[src/rtl/hamming_test_pkg.sv]
// Shared types and constants for the SEC-DED Hamming self-test sequencer.
package hamming_test_pkg;

   localparam int CW_W   = 12;
   localparam int DATA_W = 7;

   typedef enum logic [2:0] {
      IDLE  = 3'd0,
      APPLY = 3'd1,
      WAIT  = 3'd2,
      CHECK = 3'd3,
      DONE  = 3'd4
   } state_e;

   localparam logic [1:0] MODE_NONE   = 2'd0;
   localparam logic [1:0] MODE_SINGLE = 2'd1;
   localparam logic [1:0] MODE_DOUBLE = 2'd2;

   localparam logic [1:0] DS_CLEAN  = 2'b00;
   localparam logic [1:0] DS_SINGLE = 2'b01;
   localparam logic [1:0] DS_DOUBLE = 2'b10;

   // Corruption pattern XORed onto the generated codeword for a given mode.
   function automatic logic [CW_W-1:0] flip_mask(input logic [1:0] mode,
                                                 input logic [3:0] p1,
                                                 input logic [3:0] p2);
      logic [CW_W-1:0] m;
      case (mode)
         MODE_NONE:   m = 12'd0;
         MODE_SINGLE: m = 12'd1 << p1;
         MODE_DOUBLE: m = (12'd1 << p1) | (12'd1 << p2);
         default:     m = 12'd0;
      endcase
      return m;
   endfunction

endpackage

[src/rtl/hts_err_pos.sv]
// Error-position source: 8-bit Galois LFSR (x^8+x^6+x^5+x^4+1) and the
// two derived bit positions p1 and p2 (always distinct, both 0..11).
module hts_err_pos #(
   parameter logic [7:0] LFSR_SEED = 8'hA5
) (
   input  logic       clk,
   input  logic       rst,
   input  logic       advance,
   input  logic       load,
   output logic [3:0] p1,
   output logic [3:0] p2
);

   logic [7:0] lfsr_q;
   logic [7:0] lfsr_d;
   logic [3:0] ofs_s;
   logic [4:0] sum_s;
   logic [4:0] p2_full_s;

   // Next LFSR value: reload has priority over a step.
   always_comb begin
      lfsr_d = lfsr_q;
      if (load) begin
         lfsr_d = LFSR_SEED;
      end else if (advance) begin
         lfsr_d = {1'b0, lfsr_q[7:1]} ^ (lfsr_q[0] ? 8'hB8 : 8'h00);
      end else begin
         lfsr_d = lfsr_q;
      end
   end

   // LFSR state register.
   always_ff @(posedge clk or negedge rst) begin
      if (!rst) begin
         lfsr_q <= LFSR_SEED;
      end else begin
         lfsr_q <= lfsr_d;
      end
   end

   // Fold the nibbles into range; the 1..11 offset keeps p2 away from p1.
   always_comb begin
      p1        = (lfsr_q[3:0] >= 4'd12) ? (lfsr_q[3:0] - 4'd12) : lfsr_q[3:0];
      ofs_s     = (lfsr_q[7:4] >= 4'd11) ? (lfsr_q[7:4] - 4'd11) : lfsr_q[7:4];
      sum_s     = {1'b0, p1} + 5'd1 + {1'b0, ofs_s};
      p2_full_s = (sum_s >= 5'd12) ? (sum_s - 5'd12) : sum_s;
      p2        = p2_full_s[3:0];
   end

endmodule

[src/rtl/hamming_test_sequencer.sv]
// Self-test sequencer for the 7-bit/12-bit SEC-DED Hamming path: sweeps
// data words, injects 0/1/2 bit flips and scores the detector's response.
// Optional build macro HTS_STOP_ON_FAIL_EN ends the sweep at the first
// failing check instead of completing it.
module hamming_test_sequencer
   import hamming_test_pkg::*;
#(
   parameter int         WORD_CNT  = 128,
   parameter int         DET_LAT   = 1,
   parameter logic [7:0] LFSR_SEED = 8'hA5,
   parameter int         CNT_W     = 16
) (
   input  logic              clk,
   input  logic              rst,
   input  logic              start,
   output logic              busy,
   output logic              done,
   output logic [DATA_W-1:0] gen_data,
   input  logic [CW_W-1:0]   gen_code,
   output logic [CW_W-1:0]   det_code,
   input  logic [CW_W-1:0]   det_data,
   input  logic [1:0]        det_ds,
   output logic [CNT_W-1:0]  pass_cnt,
   output logic [CNT_W-1:0]  fail_cnt,
   output logic [DATA_W-1:0] fail_word,
   output logic [1:0]        fail_mode
);

   localparam logic [DATA_W-1:0] LAST_WORD = DATA_W'(WORD_CNT - 1);
   localparam logic [3:0]        LAT_M1    = 4'((DET_LAT > 0) ? (DET_LAT - 1) : 0);
   localparam logic [CNT_W-1:0]  CNT_MAX   = {CNT_W{1'b1}};
   localparam logic [CNT_W-1:0]  CNT_ONE   = {{(CNT_W-1){1'b0}}, 1'b1};

   state_e            state_q, state_d;
   logic [DATA_W-1:0] word_q, word_d;
   logic [1:0]        mode_q, mode_d;
   logic [3:0]        wait_q, wait_d;
   logic [CW_W-1:0]   det_code_q, det_code_d;
   logic [CNT_W-1:0]  pass_cnt_q, pass_cnt_d;
   logic [CNT_W-1:0]  fail_cnt_q, fail_cnt_d;
   logic [DATA_W-1:0] fail_word_q, fail_word_d;
   logic [1:0]        fail_mode_q, fail_mode_d;
   logic              busy_q, busy_d;
   logic              done_q, done_d;

   logic [3:0]        p1_s, p2_s;
   logic              load_s, advance_s;
   logic              pass_s, stop_s;

   hts_err_pos #(.LFSR_SEED(LFSR_SEED)) u_err_pos (
      .clk     (clk),
      .rst     (rst),
      .advance (advance_s),
      .load    (load_s),
      .p1      (p1_s),
      .p2      (p2_s)
   );

   // Judge the detector response against what the current mode should yield.
   always_comb begin
      pass_s = 1'b0;
      case (mode_q)
         MODE_NONE:   pass_s = (det_ds == DS_CLEAN) && (det_data[DATA_W-1:0] == word_q) &&
                               (det_data[CW_W-1:DATA_W] == {(CW_W-DATA_W){1'b0}});
         MODE_SINGLE: pass_s = (det_ds == DS_SINGLE) && (det_data[DATA_W-1:0] == word_q);
         MODE_DOUBLE: pass_s = (det_ds == DS_DOUBLE);
         default:     pass_s = 1'b0;
      endcase
`ifdef HTS_STOP_ON_FAIL_EN
      stop_s = !pass_s;
`else
      stop_s = 1'b0;
`endif
   end

   // Next-state, corruption datapath and scoreboard counter updates.
   always_comb begin
      state_d     = state_q;
      word_d      = word_q;
      mode_d      = mode_q;
      wait_d      = wait_q;
      det_code_d  = det_code_q;
      pass_cnt_d  = pass_cnt_q;
      fail_cnt_d  = fail_cnt_q;
      fail_word_d = fail_word_q;
      fail_mode_d = fail_mode_q;
      load_s      = 1'b0;
      advance_s   = 1'b0;
      case (state_q)
         IDLE: begin
            if (start) begin
               state_d     = APPLY;
               word_d      = {DATA_W{1'b0}};
               mode_d      = MODE_NONE;
               pass_cnt_d  = {CNT_W{1'b0}};
               fail_cnt_d  = {CNT_W{1'b0}};
               fail_word_d = {DATA_W{1'b0}};
               fail_mode_d = MODE_NONE;
               load_s      = 1'b1;
            end else begin
               state_d = IDLE;
            end
         end
         APPLY: begin
            det_code_d = gen_code ^ flip_mask(mode_q, p1_s, p2_s);
            if (DET_LAT > 0) begin
               state_d = WAIT;
               wait_d  = LAT_M1;
            end else begin
               state_d = CHECK;
            end
         end
         WAIT: begin
            if (wait_q == 4'd0) begin
               state_d = CHECK;
            end else begin
               wait_d = wait_q - 4'd1;
            end
         end
         CHECK: begin
            advance_s = 1'b1;
            if (pass_s) begin
               pass_cnt_d = (pass_cnt_q != CNT_MAX) ? (pass_cnt_q + CNT_ONE) : pass_cnt_q;
            end else begin
               fail_cnt_d  = (fail_cnt_q != CNT_MAX) ? (fail_cnt_q + CNT_ONE) : fail_cnt_q;
               fail_word_d = word_q;
               fail_mode_d = mode_q;
            end
            if (stop_s) begin
               state_d = DONE;
            end else if (mode_q != MODE_DOUBLE) begin
               mode_d  = mode_q + 2'd1;
               state_d = APPLY;
            end else begin
               mode_d = MODE_NONE;
               if (word_q == LAST_WORD) begin
                  state_d = DONE;
               end else begin
                  word_d  = word_q + 7'd1;
                  state_d = APPLY;
               end
            end
         end
         DONE:    state_d = IDLE;
         default: state_d = IDLE;
      endcase
      busy_d = (state_d != IDLE) && (state_d != DONE);
      done_d = (state_d == DONE);
   end

   // Controller state and registered outputs.
   always_ff @(posedge clk or negedge rst) begin
      if (!rst) begin
         state_q     <= IDLE;
         word_q      <= {DATA_W{1'b0}};
         mode_q      <= MODE_NONE;
         wait_q      <= 4'd0;
         det_code_q  <= {CW_W{1'b0}};
         pass_cnt_q  <= {CNT_W{1'b0}};
         fail_cnt_q  <= {CNT_W{1'b0}};
         fail_word_q <= {DATA_W{1'b0}};
         fail_mode_q <= MODE_NONE;
         busy_q      <= 1'b0;
         done_q      <= 1'b0;
      end else begin
         state_q     <= state_d;
         word_q      <= word_d;
         mode_q      <= mode_d;
         wait_q      <= wait_d;
         det_code_q  <= det_code_d;
         pass_cnt_q  <= pass_cnt_d;
         fail_cnt_q  <= fail_cnt_d;
         fail_word_q <= fail_word_d;
         fail_mode_q <= fail_mode_d;
         busy_q      <= busy_d;
         done_q      <= done_d;
      end
   end

   assign busy      = busy_q;
   assign done      = done_q;
   assign gen_data  = word_q;
   assign det_code  = det_code_q;
   assign pass_cnt  = pass_cnt_q;
   assign fail_cnt  = fail_cnt_q;
   assign fail_word = fail_word_q;
   assign fail_mode = fail_mode_q;

endmodule

[config.mk]
export PLATFORM = sky130hd
export DESIGN_NAME = hamming_test_sequencer
export DESIGN_NICKNAME = d
export VERILOG_FILES = /design/src/rtl/hamming_test_pkg.sv /design/src/rtl/hts_err_pos.sv /design/src/rtl/hamming_test_sequencer.sv
export SDC_FILE = /design/constraint.sdc
export NUM_CORES = 1
export LEC_CHECK = 0
export CORE_MARGIN = 1
export CORE_UTILIZATION = 46
export CTS_BUF_LIST = sky130_fd_sc_hd__clkbuf_8
export DETAILED_ROUTE_END_ITERATION = 10
export MAX_ROUTING_LAYER = met4
export PLACE_DENSITY = 0.82
export RECOVER_POWER = 50
export SLEW_MARGIN = 10
export SYNTH_ARGS = -nofsm -noshare
export SYNTH_HDL_FRONTEND = slang
export SYNTH_SLANG_ARGS = --single-unit
[constraint.sdc]
create_clock -name clk -period 6.15 [get_ports clk]
set_input_delay 0.615 -clock clk [delete_from_list [all_inputs] [get_ports clk]]
set_output_delay 0.615 -clock clk [all_outputs]
set_load 0.05 [all_outputs]
==> PnR_summary.wiki, run 1 <==
{| class="wikitable"
! Metric !! Value
|-
| Total power draw || 2.331 mW
|-
| Worst Hold Class || reg -> reg
|-
| Post-synthesis share of cell area spent on full adders, half adders and majority gates || 4.581%
|-
| Layout cells sized above 1 || 4.662%
|-
| Share of Yosys cell area claimed by the top area cell type || 39.04%
|-
| Setup total negative slack || 0 ns
|-
| Most frequent cell on the critical path || ha_1
|-
| Maximum clock path buffer count || 2
|-
| Number of clock sinks || 79
|-
| Violation count after the first detailed-route iteration || 232
|-
| Non-Filler Cell Area, Final || 5906 sq um
|-
| Max-slew headroom || -186.4%
|-
| Crit path DAT || 4.82 ns
|-
| Number of antenna-violating nets in the routed design || 0
|-
| Final count of negative-setup-slack endpoints || 0
|-
| Buffers and inverters on the worst path || 2
|-
| Router iterations before antenna repair || 5
|-
| Antenna violations before repair || 0
|-
| Share of synthesized area spent on multiplexers || 1.900%
|-
| Gate count of the mapped netlist || 546
|-
| First-pass GRT wire length || 20400 um
|-
| Width of the chip || 104.2 um
|-
| Avg Synthesized Cell Area || 8.804 sq um
|-
| Nets || 663
|-
| Clock-pin slew on the worst setup and hold paths || 0.08 ns
|-
| Fraction of the mapped netlist area in simple logic gates || 26.05%
|-
| Endpoint kind of the worst setup timing path || register
|-
| Cell family with most CP delay || compound AO/OA/AOI/OAI gates
|-
| Highest fanout seen on the critical path || 12
|-
| Maximum level of the CTS H-tree || 3
|-
| Synth Register Bits || 79
|-
| DIE AREA || 10860 sq um
|-
| Synth Area in Compound Gates || 18.66%
|-
| Number of resized instances in the post-cts repair step || 0
|-
| Crit-path slowest cell || xnor2_1
|-
| Main combinational cell family by area after synthesis || simple AND/OR/NAND/NOR gates
|-
| WHS || 0.5101 ns
|-
| Post-CTS Setup Bufs || 0
|-
| Post-Syn Nets || 592
|-
| Routability Congestion || 0.8015
|-
| Maximum number of pins on one net before global-route repair || 80
|-
| Starting density of the core || 48.29%
|-
| Leakage power figure || 2.383 nW
|-
| Number of warnings printed during yosys synthesis || 0
|-
| Overall Global Routing Usage || 23.51%
|-
| Violations in the final reports || max-capacitance violations, max-slew violations
|-
| Post-Place Cell Area || 5756 sq um
|-
| Number of core rows || 36
|-
| Required time of the critical path || 6.44 ns
|-
| Achievable Freq || 220.7 MHz
|-
| Detailed-route wire length per cell || 15.94 um
|-
| Area of the core || 9955 sq um
|-
| Overall die height || 104.2 um
|-
| Clock tree from TritonCTS || yes
|-
| Overall overflow remaining after global route || 0
|-
| Clock latency reported for the late side of the worst-skew pair || 0.36 ns
|-
| Actual transition at the worst max-transition pin || 4.295 ns
|-
| Final period demand of the worst path || 4.530 ns
|-
| Total I/O pin count || 91
|-
| Clock Skew || 0.01258 ns
|-
| VDD IR-drop max || 0.2723 mV
|-
| Final-report hold violation count || 0
|-
| Cell Area, Synth || 4807 sq um
|-
| Cell taking the most area after synthesis || dfrtp_1
|-
| Cell variety after synth || 53
|-
| Diode count || 0
|-
| Total number of vias || 4517
|-
| Maximum Capacitance Violations || 1
|-
| Parity-gate share of the synthesized area counting xor and xnor cells || 3.462%
|-
| Total power per unit cell area || 394.7 nW/um^2
|-
| Maximum cell stage delay along the critical path || 0.63 ns
|-
| Overall routed net length || 12040 um
|-
| Drt drc || 0
|-
| Most used flip-flop cell after synthesis || dfrtp_1
|-
| Tcrit/Tclk final || 73.67%
|-
| Type of origin of the critical path || register
|-
| Fin. max-slew vios || 80
|-
| Clk Tree Root Cell || clkbuf_8
|-
| Share of async-settable or async-resettable flops after synthesis || 100.0%
|-
| Status || complete, but fails checks
|-
| Number of enable-type register cells in the synthesized netlist || 0
|-
| Ranking of synthesized cells by area || dfrtp_1 39%, nand2_1 5.0%, ha_1 4.2%
|-
| Detailed-route vias per instance || 5.983
|-
| Part of the Yosys area used for sequential elements || 41.23%
|-
| Number of global-route vias before repair || 4459
|-
| Series of cell instances along the critical path || ha_1 > o21ai_0 > xor2_1 > ha_1 > inv_1 > fa_1 > xnor2_1 > inv_1 > ha_1 > and3b_1 > a211o_1 > a2111oi_0 > a21oi_1 > or3_1 > a31oi_1
|-
| Number of hold buffers added after CTS || 0
|-
| Cts bufs inserted || 9
|-
| Synth-to-Final Area Change || 22.85%
|-
| Hpwl dp || 8403 um
|-
| Crit Path Class || reg -> reg
|-
| RSZ-0062 raised after global routing || false
|-
| Port bufs || 90
|}
-- path summary, 6_finish.rpt --
| path | startpoint | end | slack [ns] | depth (start not counted) |
|---|---|---|---|---|
| max | u_err_pos.lfsr_q[4] | det_code[11] | 1.62 | 15 |
| max reg2reg | u_err_pos.lfsr_q[4] | det_code[11] | 1.62 | 15 |
| min | u_err_pos.lfsr_q[2] | u_err_pos.lfsr_q[2] | 0.51 | 2 |
| max in group asynchronous | rst | done | 1.99 | 1 |
| min reg2reg | u_err_pos.lfsr_q[2] | u_err_pos.lfsr_q[2] | 0.51 | 2 |
| min in group asynchronous | rst | fail_cnt[9] | 1.77 | 1 |
-- worst register-to-register path, delay by kind of cell (launching register included) --
kind	cells	cell delay, ns
xor gates and xnor gates	2	0.82
AOI/OAI and AO/OA	5	1.35
and+or+nand+nor	2	0.51
DFF	1	0.45
buffers and inverters	2	0.16
adders and majority gates	4	1.16
-- Yosys cell counts (all sizes together) (3+ instances only) --
cell type	number
and3b	3
dfstp	4
mux2i	8
or4	20
ha	16
nand2	64
nor3b	3
clkbuf	22
a22o	3
buf	10
nor4	4
nor2	36
and4	7
o31ai	20
nand3	23
o21a	5
o21ai	38
o211ai	10
a31oi	6
a21oi	38
a211oi	5
and2	3
xor2	6
a2111oi	7
nand4	9
inv	16
or3	18
a21o	5
nor3	7
xnor2	13
or2	4
dfrtp	75
nand3b	3
and3	15
nor2b	5
-- cells in the final DEF (no fill, tap or decap), types with 3 or more instances in the layout --
cell             count
a2111oi_0            7
a211oi_1             5
a21o_1               5
a21oi_1             38
a22o_1               3
a31oi_1              6
and3_1              15
and3b_1              3
and4_1               7
clkbuf_8             9
clkdlybuf4s50_1     79
clkinv_2             3
dfrtp_1             75
dfstp_2              4
dlygate4sd3_1       10
ha_1                16
inv_1               20
mux2i_1              8
nand2_1             64
nand3_1             23
nand3b_1             3
nand4_1              9
nor2_1              36
nor2b_1              5
nor3_1               7
nor3b_1              3
nor4_1               3
o211ai_1            10
o21a_1               5
o21ai_0             37
o31ai_1             20
or2_2                4
or3_1               18
or4_1               19
xnor2_1             13
xor2_1               6
-- registers in the layout, summed over array words and instances, names as in the netlist --
| register | count |
|---|---|
| wait_q | 4 |
| state_q | 3 |
| pass_cnt | 16 |
| fail_mode | 2 |
| fail_cnt | 16 |
| gen_data | 7 |
| u_err_pos.lfsr_q | 8 |
| fail_word | 7 |
| det_code | 12 |
| busy | 1 |
| mode_q | 2 |
| done | 1 |
-- layer usage --
layer  share of wire, %  global-route usage [%]  vias to the layer above  routed length (um)
met5                  0                       -                        -                   0
met4                1.5                   8.776                        0                 179
met3                4.1                   3.634                       16                 494
met2                 51                   39.95                      139                6144
met1                 43                   28.20                     2204                5220
li1                   -                       -                     2158                   -
-- layout make-up --
class / count / area [sq um]
fillers: 863 / 4049
multi-input cells: 419 / 2634
flip-flops and latches: 79 / 1982
repair buffers: 92 / 909.6
well taps: 133 / 166.4
clock buffers: 9 / 123.9
inverters: 16 / 60.06
clock inverters: 7 / 30.03
-- report_power, final --
part | total, mW | internal [mW] | switching, mW
Combinational | 1.29 | 0.477 | 0.811
Clock | 0.330 | 0.139 | 0.191
Sequential | 0.713 | 0.611 | 0.102
Total | 2.33 | 1.23 | 1.10
-- per-stage QoR --
step	instances	utilization, %	setup slack, ns
final	755	59.33	1.620
after global routing	755	59.33	1.156
after CTS	755	59.36	1.620
after detailed placement	739	57.82	1.626
after global placement	739	57.82	1.847
after floorplan	546	-	2.101
-- kinds of logic (layout without fill, tap and decap cells) --
kind of cell | count (synthesis) | after routing
fa+ha+maj | 17 | 17
simple gates | 231 | 231
mux | 9 | 9
flops | 79 | 79
xor+xnor | 19 | 19
compound gates | 143 | 143
buf+inv | 48 | 124
(Power assumes the default switching activity.)
==> inputs of run 2 (changes only) <==
PLACE_DENSITY = 0.85   (was 0.82)
clock period = 3.95 ns   (was 6.15 ns; I/O delays follow)
==> run 2 against run 1 <==
Effect of this change: the run still ends with max-capacitance violations, max-slew violations left; sequential power increased by 56%; core utilization increased by 1.5 points; flip-flop and latch count unchanged; largest power group unchanged.
==> PnR_summary.wiki, run 2 (synthesis gave the netlist of run 1 again) <==
{| class="wikitable"
! Metric !! Value
|-
| Drt drc || 0
|-
| Overall die height || 104.2 um
|-
| Number of hold buffers added after CTS || 0
|-
| Detailed-route vias per instance || 5.907
|-
| Cell family with most CP delay || compound AO/OA/AOI/OAI gates
|-
| Maximum level of the CTS H-tree || 3
|-
| DIE AREA || 10860 sq um
|-
| Crit-path slowest cell || dfstp_2
|-
| First-pass GRT wire length || 20460 um
|-
| Synth-to-Final Area Change || 25.98%
|-
| Fin. max-slew vios || 80
|-
| Clk Tree Root Cell || clkbuf_8
|-
| Router iterations before antenna repair || 4
|-
| Worst hold stages || 2
|-
| Total number of cells along the worst setup path || 14
|-
| VDD IR-drop max || 0.4337 mV
|-
| Most frequent cell on the critical path || ha_1
|-
| Number of core rows || 36
|-
| Overall Global Routing Usage || 23.80%
|-
| Number of global-route vias before repair || 4408
|-
| Total I/O pin count || 91
|-
| Final count of negative-setup-slack endpoints || 0
|-
| Clock Skew || 0.01342 ns
|-
| Clock-pin slew on the worst setup and hold paths || 0.08 ns
|-
| Maximum cell stage delay along the critical path || 0.57 ns
|-
| Post-Place Cell Area || 5778 sq um
|-
| Cells after DPL || 742
|-
| Overall routed net length || 12350 um
|-
| Nets || 672
|-
| Number of clock sinks || 79
|-
| Leading cell types in the layout, fill and taps excluded || 75 x dfrtp_1, 73 x clkdlybuf4s50_1, 64 x nand2_1, 37 x a21oi_1
|-
| Buffers and inverters on the worst path || 0
|-
| Total power per unit cell area || 668.1 nW/um^2
|-
| Clock tree from TritonCTS || yes
|-
| Layout cells sized above 1 || 7.924%
|-
| Actual transition at the worst max-transition pin || 1.983 ns
|-
| Width of the chip || 104.2 um
|-
| Port bufs || 90
|-
| Routability Congestion || 0.8336
|-
| Crit path DAT || 4.05 ns
|-
| Final Non-Filler Cells || 764
|-
| Maximum Capacitance Violations || 1
|-
| Total number of vias || 4513
|-
| Crit Path Class || reg -> reg
|-
| Max-slew headroom || -32.22%
|-
| Status || complete, but fails checks
|-
| Required time of the critical path || 4.18 ns
|-
| Antenna violations before repair || 0
|-
| Number of antenna-violating nets in the routed design || 0
|-
| Leakage power figure || 2.443 nW
|-
| Achievable Freq || 262.1 MHz
|-
| Most frequent standard cell in the layout excluding fill and tap cells || dfrtp_1
|-
| Endpoint kind of the worst setup timing path || register
|-
| Clock latency reported for the late side of the worst-skew pair || 0.37 ns
|-
| Final-report hold violation count || 0
|-
| Setup total negative slack || 0 ns
|-
| Violation count after the first detailed-route iteration || 247
|-
| Hpwl dp || 8443 um
|-
| Starting density of the core || 48.29%
|-
| Final period demand of the worst path || 3.816 ns
|-
| Cts bufs inserted || 9
|-
| Highest fanout seen on the critical path || 5
|-
| Worst Hold Class || reg -> reg
|-
| Number of cell instances on the worst register-to-register path || 14
|-
| Non-Filler Cell Area, Final || 6056 sq um
|-
| Violations in the final reports || max-capacitance violations, max-slew violations
|-
| Series of cell instances along the critical path || ha_2 > o21ai_2 > mux2_2 > ha_1 > nand3b_1 > and3b_2 > nor2_1 > ha_1 > and3b_1 > nor3_1 > a22o_1 > a211o_1 > a2111oi_0 > a211oi_1
|-
| Type of origin of the critical path || register
|-
| Maximum clock path buffer count || 2
|-
| Detailed-route wire length per cell || 16.17 um
|-
| Maximum number of pins on one net before global-route repair || 80
|-
| Overall overflow remaining after global route || 0
|-
| Fin util || 60.83%
|-
| Diode count || 0
|-
| Area of the core || 9955 sq um
|-
| Tcrit/Tclk final || 96.60%
|}
[run 2: cell count changes in the layout (fill, tap and decap cells not counted), moves of 2 or more]
cell	before	now
ha_2	0	2
a2111oi_0	7	4
clkdlybuf4s50_1	79	73
ha_1	16	14
buf_4	2	11
a2111oi_1	0	2
dlygate4sd3_1	10	16
[run 2: cell type report]
type	count	area, sq um
sequential	79	1982
multi-input combinational	419	2686
clock buffer	9	123.9
tap	133	166.4
fill	828	3899
clock inverter	7	58.81
timing repair buffer	101	978.4
inverter	16	60.06
[run 2: path summary, 6_finish.rpt]
check / end / slack [ns] / from
setup reg to reg: det_code[7] / 0.13 / u_err_pos.lfsr_q[5]
setup / recovery: det_code[7] / 0.13 / u_err_pos.lfsr_q[5]
hold reg to reg: u_err_pos.lfsr_q[2] / 0.51 / u_err_pos.lfsr_q[2]
max in group asynchronous: fail_mode[1] / 2.20 / rst
min in group asynchronous: fail_cnt[10] / 0.56 / rst
hold / removal: u_err_pos.lfsr_q[2] / 0.51 / u_err_pos.lfsr_q[2]
[run 2: tightest hold or removal path: stages, from the launching register on]
cell and delay (ns):
dfstp_2 0.39, nand2_1 0.05, nand3_1 0.07
[run 2: per-stage QoR]
step | power, mW | hold slack (ns) | setup WS, ns
2_1_floorplan | 2.597 | 0.09941 | 0.05595
3_3_place_gp | 3.085 | 0.4918 | 0.2100
3_5_place_dp | 3.167 | 0.5018 | -0.02768
4_1_cts | 3.788 | 0.2279 | 0.01910
5_1_grt | 4.312 | 0.5431 | -0.03494
6_report | 4.046 | 0.5112 | 0.1342
[run 2: report_power, final]
part	internal [mW]	switching [mW]	total, mW
Clock	0.283	0.311	0.594
Sequential	0.952	0.157	1.11
Combinational	0.944	1.40	2.34
Total	2.18	1.87	4.05
[run 2: routing by layer]
layer	routed length (um)	vias up	share of wire, %	global-route usage (%)
met4	259	0	2.1	8.980
met5	0	-	0	-
met1	5283	2199	43	28.27
met3	516	22	4.2	5.138
li1	-	2170	-	-
met2	6294	122	51	39.62
[run 2: what timing repair did]
action | in CTS | in global routing
setup endpoints to repair | 1 | 8
pin swaps | 0 | 3
setup buffers | 0 | 6
resized for setup | 2 | 13
